### src/rtl/fb_block_writer_if.sv
// Command and dmem write-port bundle for the block framebuffer writer.
// master: command issuer / arbiter side; slave: fb_block_writer.
interface fb_block_writer_if #(
  parameter int unsigned ADDR_W = 12
);
  logic              cmd_valid;
  logic              cmd_ready;
  logic [4:0]        cmd_x;
  logic [3:0]        cmd_y;
  logic [4:0]        cmd_w;
  logic [3:0]        cmd_h;
  logic [2:0]        cmd_color;
  logic              mem_gnt;
  logic              mem_wren;
  logic [ADDR_W-1:0] mem_addr;
  logic [31:0]       mem_data;
  logic              busy;
  logic              done;

  modport master (
    output cmd_valid, cmd_x, cmd_y, cmd_w, cmd_h, cmd_color, mem_gnt,
    input  cmd_ready, mem_wren, mem_addr, mem_data, busy, done
  );

  modport slave (
    input  cmd_valid, cmd_x, cmd_y, cmd_w, cmd_h, cmd_color, mem_gnt,
    output cmd_ready, mem_wren, mem_addr, mem_data, busy, done
  );
endinterface

### src/rtl/fb_block_writer.sv
// Rectangle-fill engine for the 20x15 block framebuffer in dmem (clipped, row-major writes).
// Optional FB_CLEAR_ON_RESET_EN: blank the whole framebuffer after every reset release.
module fb_block_writer #(
  parameter int unsigned       ADDR_W    = 12,
  parameter logic [ADDR_W-1:0] BASE_ADDR = 12'hE00,
  parameter int unsigned       H_BLOCKS  = 20,
  parameter int unsigned       V_BLOCKS  = 15
) (
  input logic               clock,
  input logic               reset,
  fb_block_writer_if.slave  bus
);

`ifdef FB_CLEAR_ON_RESET_EN
  // StInit keeps outputs quiet for the reset cycle before the sweep starts.
  typedef enum logic [2:0] {StIdle, StWrite, StDone, StInit, StClear} state_e;
  localparam state_e ResetState = StInit;
  localparam logic [ADDR_W-1:0] LastAddr = BASE_ADDR + ADDR_W'(H_BLOCKS * V_BLOCKS - 1);
`else
  typedef enum logic [1:0] {StIdle, StWrite, StDone} state_e;
  localparam state_e ResetState = StIdle;
`endif

  localparam logic [5:0] HEnd = 6'(H_BLOCKS);
  localparam logic [5:0] VEnd = 6'(V_BLOCKS);

  state_e            state_q, state_d;
  logic [5:0]        col_q, col_d, row_q, row_d;
  logic [5:0]        x0_q, x0_d, x_last_q, x_last_d, y_last_q, y_last_d;
  logic [ADDR_W-1:0] addr_q, addr_d, step_q, step_d;
  logic [2:0]        color_q, color_d;

  logic [5:0]        x_c, y_c, xsum_c, ysum_c, xe_c, ye_c;
  logic              empty_c;
  logic [ADDR_W-1:0] start_c, step_c;

  logic              cmd_ready, mem_wren, busy, done;
  logic [31:0]       mem_data;

  assign x_c     = {1'b0, bus.cmd_x};
  assign y_c     = {2'b00, bus.cmd_y};
  assign xsum_c  = x_c + {1'b0, bus.cmd_w};
  assign ysum_c  = y_c + {2'b00, bus.cmd_h};
  assign xe_c    = (xsum_c > HEnd) ? HEnd : xsum_c;
  assign ye_c    = (ysum_c > VEnd) ? VEnd : ysum_c;
  assign empty_c = (bus.cmd_w == 5'd0) || (bus.cmd_h == 4'd0) || (x_c >= HEnd) || (y_c >= VEnd);
  // Constant multiply only feeds the accept edge, never the per-block address path.
  assign start_c = BASE_ADDR + ADDR_W'(bus.cmd_y) * ADDR_W'(H_BLOCKS) + ADDR_W'(bus.cmd_x);
  // Jump from the last column of one row to the first column of the next.
  assign step_c  = ADDR_W'(H_BLOCKS) - ADDR_W'(xe_c - x_c) + ADDR_W'(1);

  always_ff @(posedge clock or posedge reset) begin
    if (reset) begin
      state_q  <= ResetState;
      col_q    <= '0;
      row_q    <= '0;
      x0_q     <= '0;
      x_last_q <= '0;
      y_last_q <= '0;
      addr_q   <= BASE_ADDR;
      step_q   <= '0;
      color_q  <= '0;
    end else begin
      state_q  <= state_d;
      col_q    <= col_d;
      row_q    <= row_d;
      x0_q     <= x0_d;
      x_last_q <= x_last_d;
      y_last_q <= y_last_d;
      addr_q   <= addr_d;
      step_q   <= step_d;
      color_q  <= color_d;
    end
  end

  always_comb begin
    state_d   = state_q;
    col_d     = col_q;
    row_d     = row_q;
    x0_d      = x0_q;
    x_last_d  = x_last_q;
    y_last_d  = y_last_q;
    addr_d    = addr_q;
    step_d    = step_q;
    color_d   = color_q;
    cmd_ready = 1'b0;
    mem_wren  = 1'b0;
    mem_data  = '0;
    busy      = 1'b0;
    done      = 1'b0;
    case (state_q)
      StIdle: begin
        cmd_ready = 1'b1;
        if (bus.cmd_valid) begin
          x0_d     = x_c;
          col_d    = x_c;
          row_d    = y_c;
          x_last_d = xe_c - 6'd1;
          y_last_d = ye_c - 6'd1;
          addr_d   = start_c;
          step_d   = step_c;
          color_d  = bus.cmd_color;
          state_d  = empty_c ? StDone : StWrite;
        end
      end
      StWrite: begin
        busy     = 1'b1;
        mem_wren = 1'b1;
        mem_data = {29'b0, color_q};
        if (bus.mem_gnt) begin
          if (col_q == x_last_q) begin
            if (row_q == y_last_q) begin
              state_d = StDone;
            end else begin
              col_d  = x0_q;
              row_d  = row_q + 6'd1;
              addr_d = addr_q + step_q;
            end
          end else begin
            col_d  = col_q + 6'd1;
            addr_d = addr_q + ADDR_W'(1);
          end
        end
      end
      StDone: begin
        done    = 1'b1;
        state_d = StIdle;
      end
`ifdef FB_CLEAR_ON_RESET_EN
      StInit: begin
        addr_d  = BASE_ADDR;
        state_d = StClear;
      end
      StClear: begin
        busy     = 1'b1;
        mem_wren = 1'b1;
        if (bus.mem_gnt) begin
          if (addr_q == LastAddr) begin
            state_d = StDone;
          end else begin
            addr_d = addr_q + ADDR_W'(1);
          end
        end
      end
`endif
      default: state_d = StIdle;
    endcase
  end

  assign bus.cmd_ready = cmd_ready;
  assign bus.mem_wren  = mem_wren;
  assign bus.mem_addr  = addr_q;
  assign bus.mem_data  = mem_data;
  assign bus.busy      = busy;
  assign bus.done      = done;

endmodule

### src/flat_wrapper.sv
// flat-port wrapper written by rule: the top's interface ports become plain ports
module fb_block_writer_flat 
#(
  parameter int unsigned       ADDR_W    = 12,
  parameter logic [ADDR_W-1:0] BASE_ADDR = 12'hE00,
  parameter int unsigned       H_BLOCKS  = 20,
  parameter int unsigned       V_BLOCKS  = 15
)
  (clock, reset, bus_cmd_valid, bus_cmd_x, bus_cmd_y, bus_cmd_w, bus_cmd_h, bus_cmd_color, bus_mem_gnt, bus_cmd_ready, bus_mem_wren, bus_mem_addr, bus_mem_data, bus_busy, bus_done);
  fb_block_writer_if #(.ADDR_W(ADDR_W)) bus_i ();
  input logic clock;
  input logic reset;
  input wire logic [$bits(bus_i.cmd_valid)-1:0] bus_cmd_valid;
  input wire logic [$bits(bus_i.cmd_x)-1:0] bus_cmd_x;
  input wire logic [$bits(bus_i.cmd_y)-1:0] bus_cmd_y;
  input wire logic [$bits(bus_i.cmd_w)-1:0] bus_cmd_w;
  input wire logic [$bits(bus_i.cmd_h)-1:0] bus_cmd_h;
  input wire logic [$bits(bus_i.cmd_color)-1:0] bus_cmd_color;
  input wire logic [$bits(bus_i.mem_gnt)-1:0] bus_mem_gnt;
  output wire logic [$bits(bus_i.cmd_ready)-1:0] bus_cmd_ready;
  output wire logic [$bits(bus_i.mem_wren)-1:0] bus_mem_wren;
  output wire logic [$bits(bus_i.mem_addr)-1:0] bus_mem_addr;
  output wire logic [$bits(bus_i.mem_data)-1:0] bus_mem_data;
  output wire logic [$bits(bus_i.busy)-1:0] bus_busy;
  output wire logic [$bits(bus_i.done)-1:0] bus_done;
  assign bus_i.cmd_valid = bus_cmd_valid;
  assign bus_i.cmd_x = bus_cmd_x;
  assign bus_i.cmd_y = bus_cmd_y;
  assign bus_i.cmd_w = bus_cmd_w;
  assign bus_i.cmd_h = bus_cmd_h;
  assign bus_i.cmd_color = bus_cmd_color;
  assign bus_i.mem_gnt = bus_mem_gnt;
  assign bus_cmd_ready = bus_i.cmd_ready;
  assign bus_mem_wren = bus_i.mem_wren;
  assign bus_mem_addr = bus_i.mem_addr;
  assign bus_mem_data = bus_i.mem_data;
  assign bus_busy = bus_i.busy;
  assign bus_done = bus_i.done;
  fb_block_writer #(.ADDR_W(ADDR_W), .BASE_ADDR(BASE_ADDR), .H_BLOCKS(H_BLOCKS), .V_BLOCKS(V_BLOCKS)) u_core (.clock(clock), .reset(reset), .bus(bus_i));
endmodule
### config.mk
export PLATFORM = sky130hd
export DESIGN_NAME = fb_block_writer_flat
export DESIGN_NICKNAME = d
export VERILOG_FILES = /design/src/rtl/fb_block_writer_if.sv /design/src/rtl/fb_block_writer.sv /design/src/flat_wrapper.sv
export SDC_FILE = /design/constraint.sdc
export NUM_CORES = 1
export LEC_CHECK = 0
export CORE_MARGIN = 8
export CORE_UTILIZATION = 50
export DETAILED_ROUTE_END_ITERATION = 8
export GPL_TIMING_DRIVEN = 0
export PLACE_DENSITY_LB_ADDON = 0.12
export SYNTH_ARGS = -nofsm -noshare
export SYNTH_HDL_FRONTEND = slang
export SYNTH_SLANG_ARGS = --single-unit
### constraint.sdc
create_clock -name clock -period 3.13 [get_ports clock]
set_clock_uncertainty 0.1 [all_clocks]
set_input_delay 0.626 -clock clock [delete_from_list [all_inputs] [get_ports clock]]
set_output_delay 0.626 -clock clock [all_outputs]
set_load 0.02 [all_outputs]
# == After elaboration in Yosys (flattened, before gate mapping) ==
# Cells that the tools add are included.
# word_totals
regBits,58
output_inout_bits,48
# classes
add_sub_neg,13
mul,1
order_cmp,4
eq_ne,10
mux,27
n_reduce_logical,11
# ops
operator,n
$mux 6,10
$mux 12,4
$add 12x1->12 const B,2
$pmux 12 s2,1
$pmux 6 s2,2
$add 12x12->12,1
$add 12x5->12,1
$add 6x1->6 const B,2
$eq 6x6->1,2
$sub 5x12->12 const A,1
$sub 6x1->6 const B,2
$add 10x10->11 const A,1
$mux 2,5
$reduce_and 4->1,2
$mul 4x3->7 const B,1
$sub 6x5->7,1
$add 5x5->6,1
$gt 6x4->1 const B,1
$gt 6x5->1 const B,1
$ne 2x2->1 const B,3
$add 4x4->5,1
$ge 5x5->1 const B,1
$logic_not 5->1,1
$reduce_and 5->1,1
13 further kinds,18

# == Depth between registers and ports, before layout ==
# depth
depth_word,7
depth_mapped,17

# == Worst setup path after synthesis ==
# Ideal clock, no wire load.
# synth_timing
path_kind,input -> register
from,input port bus_cmd_w[0]
to,register u_core.step_q[5]
t_arrival_ns,3.818
slack_ns,-0.858
cell_stages,17
path_buffers,0
cell_sequence,ha_1 > inv_1 > fa_1 > nor2b_1 > o21a_1 > o21a_1 > a211oi_1 > a211oi_1 > nand2_1 > ha_1 > fa_1 > xor2_1 > inv_1 > ha_1 > o21bai_1 > a211o_1 > nand3_1
# synth_between
elab_chain_len,6
# synth_lines
element,line_no,rtl
from (decl),flat_wrapper.sv:16,input wire logic [$bits(bus_i.cmd_w)-1:0] bus_cmd_w;
$add 5x5->6 *,fb_block_writer.sv:42,"assign xsum_c = x_c + {1'b0, bus.cmd_w};"
$gt 6x5->1,fb_block_writer.sv:44,assign xe_c = (xsum_c > HEnd) ? HEnd : xsum_c;
$mux 6 *,fb_block_writer.sv:44,
$sub 6x5->7 *,fb_block_writer.sv:50,assign step_c = ADDR_W'(H_BLOCKS) - ADDR_W'(xe_c - x_c) + ADDR_W'(1);
$sub 5x12->12 *,fb_block_writer.sv:50,
$add 12x1->12 *,fb_block_writer.sv:50,
to (signal assigned),fb_block_writer.sv:71,step_q <= step_d;
to (decl),fb_block_writer.sv:30,"logic [ADDR_W-1:0] addr_q, addr_d, step_q, step_d;"
# Mark *: on every way between the ends. The rest lies on a longest branch, timed or not.
# A chain may end at the register's enable or synchronous reset.

# == Final worst setup path ==
# layout_timing
from,input port bus_cmd_x[1]
to,register u_core.step_q[6]
# layout_between
elab_chain_len,6
# layout_lines
element,line_no,rtl
from (decl),flat_wrapper.sv:14,input wire logic [$bits(bus_i.cmd_x)-1:0] bus_cmd_x;
$add 5x5->6,fb_block_writer.sv:42,
$gt 6x5->1,fb_block_writer.sv:44,
$mux 6,fb_block_writer.sv:44,
$sub 6x5->7 *,fb_block_writer.sv:50,
$sub 5x12->12 *,fb_block_writer.sv:50,
$add 12x1->12 *,fb_block_writer.sv:50,
# Marks and branches as above.

==> results.txt <==
Outcome - finished with violations
Failing checks - setup timing
Slew headroom - 52.9%
Fin. Hold Viols - 0
RSZ-0062 raised after global routing - yes
Routed wire length - 13.7 mm
PD cells - 825 mW/mm²
Clock H-tree levels - 3
Clock period minus worst slack - 3620 ps
CP startpoint kind - input pin
Cell family with most CP delay - compound AO/OA/AOI/OAI gates
Sequential share of the synthesized area - 31.5%
Syn Area/Cell - 8.56 µm²
Crit path cell chain - buf_4 -> inv_2 -> fa_2 -> nor2b_2 -> o21a_2 -> o21a_1 -> a211oi_2 -> a211oi_2 -> nand2_2 -> ha_4 -> fa_2 -> nor2b_1 -> o21ai_1 -> nand2b_1 -> xor2_2 -> buf_4 -> nand3b_1 -> a31oi_1
Worst skew pair latency - 350 ps
Final antenna-violating net count - 0
Cells after synthesis - 539
Drt first pass iters - 5
WP data required - 3310 ps
Core region area - 0.00911 mm²
Final Cell Area - 0.00636 mm²
Ys async rst share - 100%
CTS tree - built
Initial core utilization - 50.7%
HPWL after detailed placement - 9.62 mm
Critical path buffers and inverters - 3
DIE AREA - 0.0126 mm²
Vias per cell - 5.65
GRT overflow - 0
Final period util - 116%
FF/Latch Area - 0.00146 mm²
Area Overhead vs Synth - 37.8%
Top layer in use - met4
Clock Sink Count - 58
Worst IR drop on VDD - 0.506 mV
Maximum clock frequency - 277 MHz
Nets@finish - 733
Drt wl/cell - 17.6 µm
Post-synth cell types - 60
Hold WC Path Type - register to register
DR WL met2 - 6.79 mm
Length of routed wiring on met1 - 5.83 mm
# DRC - 0
Root Buffer - clkbuf_8
Crit end category - register
Post-Layout Cell Count - 781
I/O pin total - 73
Port Buffer Count - 43
Most frequent cells in the layout - buf_4, nand2_1, dfrtp_1
Total power - 5250 µW
Layout cells sized above 1 - 28.1%
Worst Setup Slack, final - -485 ps
Post-synth design cell area - 0.00461 mm²
Die Y - 112 µm
Met3 wire len - 804 µm
Finish-stage setup viols - 10
FP Rows - 35
CP max stage cell - fa_2
Horiz. Die Dim - 112 µm
Final slew viol count - 0
GP Congestion - 0.846
Ys Warns - 0
Vias - 4409
CTS Buffer Depth - 2
EDFF count, synth - 0
CP Class - input pin to register
Pleak - 0.00291 µW
Inserted Clock Buffers - 9
Cell Area, Placed - 0.00539 mm²
Slowest stage delay, CP - 410 ps
# fillers - 706
Clk slew on worst S/H paths - 80 ps
Final total negative setup slack - -4100 ps
First-pass GRT wire length - 21.9 mm
GRT Total Usage - 21.7%
CP max FO - 4
Placed Cells - 722
Commonest non-fill, non-tap cell in the layout - buf_4
Synthesized flop and latch total - 58
Dpl ws - -1690 ps
Critical Path AT - 3790 ps
Initial antenna violation count - 0
Worst Max-Slew Pin Slew - 705 ps
# diodes - 0
Most used DFF post-synth - dfrtp_1
1st-iter DRT viols - 184
Largest net degree at the start of global routing - 33
Maxcap violations - 0
Area of the multi-input gates - 0.00337 mm²
Vias in the first global route - 4350
==> per-layer routing <==
layer  vias up  track usage (%)
met5         -                0
met4         0             7.55
met3        29             4.56
met2       155             37.6
met1      2119             26.3
li1       2106                -
==> power breakdown <==
group / total (µW) / internal (µW) / switching (µW) / leakage (µW)
clock: 791 / 446 / 344 / 0.000105
combinational: 3020 / 1400 / 1620 / 0.00210
sequential: 1440 / 1100 / 335 / 0.000704
total: 5250 / 2950 / 2300 / 0.00291
==> cells by family after synthesis <==
kind of cell / count (synthesis) / synth area share, %
other cells: 1 / 0.0813
xor+xnor: 38 / 7.21
flops: 58 / 31.5
compound gates: 141 / 19.6
mux: 8 / 1.82
simple gates: 180 / 18.9
buf+inv: 70 / 8.19
fa+ha+maj: 43 / 12.6
==> worst reg2reg max path: cells and delay by family, from the launching register on <==
family / cells / cell delay, ps
xor gates and xnor gates: 1 / 200
AOI/OAI and AO/OA: 4 / 1000
adders and majority gates: 1 / 200
DFF: 1 / 420
and+or+nand+nor: 5 / 750
buffers and inverters: 3 / 310
==> repair_timing <==
item / in CTS / in global routing
hold buffers: 0 / 0
setup endpoints to repair: 28 / 19
setup buffers: 34 / 10
gates cloned: 0 / 1
gates resized for setup: 93 / 37
pin swaps: 30 / 36
==> registers in the layout (all words and copies together) (netlist names) <==
signal and cells:
u_core.y_last_q 6, u_core.row_q 6, u_core.x0_q 5, u_core.color_q 3
u_core.x_last_q 6, u_core.state_q 2, u_core.step_q 12, u_core.col_q 6
u_core.bus.mem_addr 12
==> synth_stat cells, types with 13 or more instances <==
| library cell | n | area (µm²) |
|---|---|---|
| o21ai_0 | 41 | 205 |
| ha_1 | 37 | 463 |
| nand2_1 | 69 | 259 |
| and2_1 | 15 | 93.8 |
| a21oi_1 | 31 | 155 |
| buf_4 | 30 | 225 |
| inv_1 | 24 | 90.1 |
| nand2b_1 | 13 | 81.3 |
| xnor2_1 | 26 | 228 |
| clkbuf_1 | 14 | 52.6 |
| dfrtp_1 | 55 | 1380 |
| nor2_1 | 32 | 120 |
==> final timing paths <==
check                                    from                 endpoint  slack [ps]  cells after the start
setup / recovery                 bus_cmd_x[1]         u_core.step_q[6]        -490                     18
hold / removal              u_core.color_q[1]        u_core.color_q[1]         370                      2
setup reg to reg           u_core.x_last_q[2]  u_core.bus.mem_addr[11]          80                     14
hold reg to reg             u_core.color_q[1]        u_core.color_q[1]         370                      2
max in group asynchronous               reset   u_core.bus.mem_addr[9]        1660                      3
min in group asynchronous               reset         u_core.step_q[5]         600                      2
==> per-stage QoR <==
stage / utilization, % / hold WS, ps
after floorplan: - / 337
after global placement: 59.0 / 352
after detailed placement: 59.2 / 359
after CTS: 66.7 / 378
after global routing: 69.8 / 408
final: 69.8 / 374
==> area by class of cell <==
cell class / instances / share of cell area, %
Multi-Input combinational cell: 439 / 52.9
Clock inverter: 7 / 1.48
Sequential cell: 58 / 22.9
Inverter: 24 / 1.50
Buffer: 45 / 4.74
Tap cell: 111 / 2.18
Clock buffer: 9 / 1.95
Timing Repair Buffer: 88 / 12.3
No activity file was read; power rests on OpenSTA's default activity.
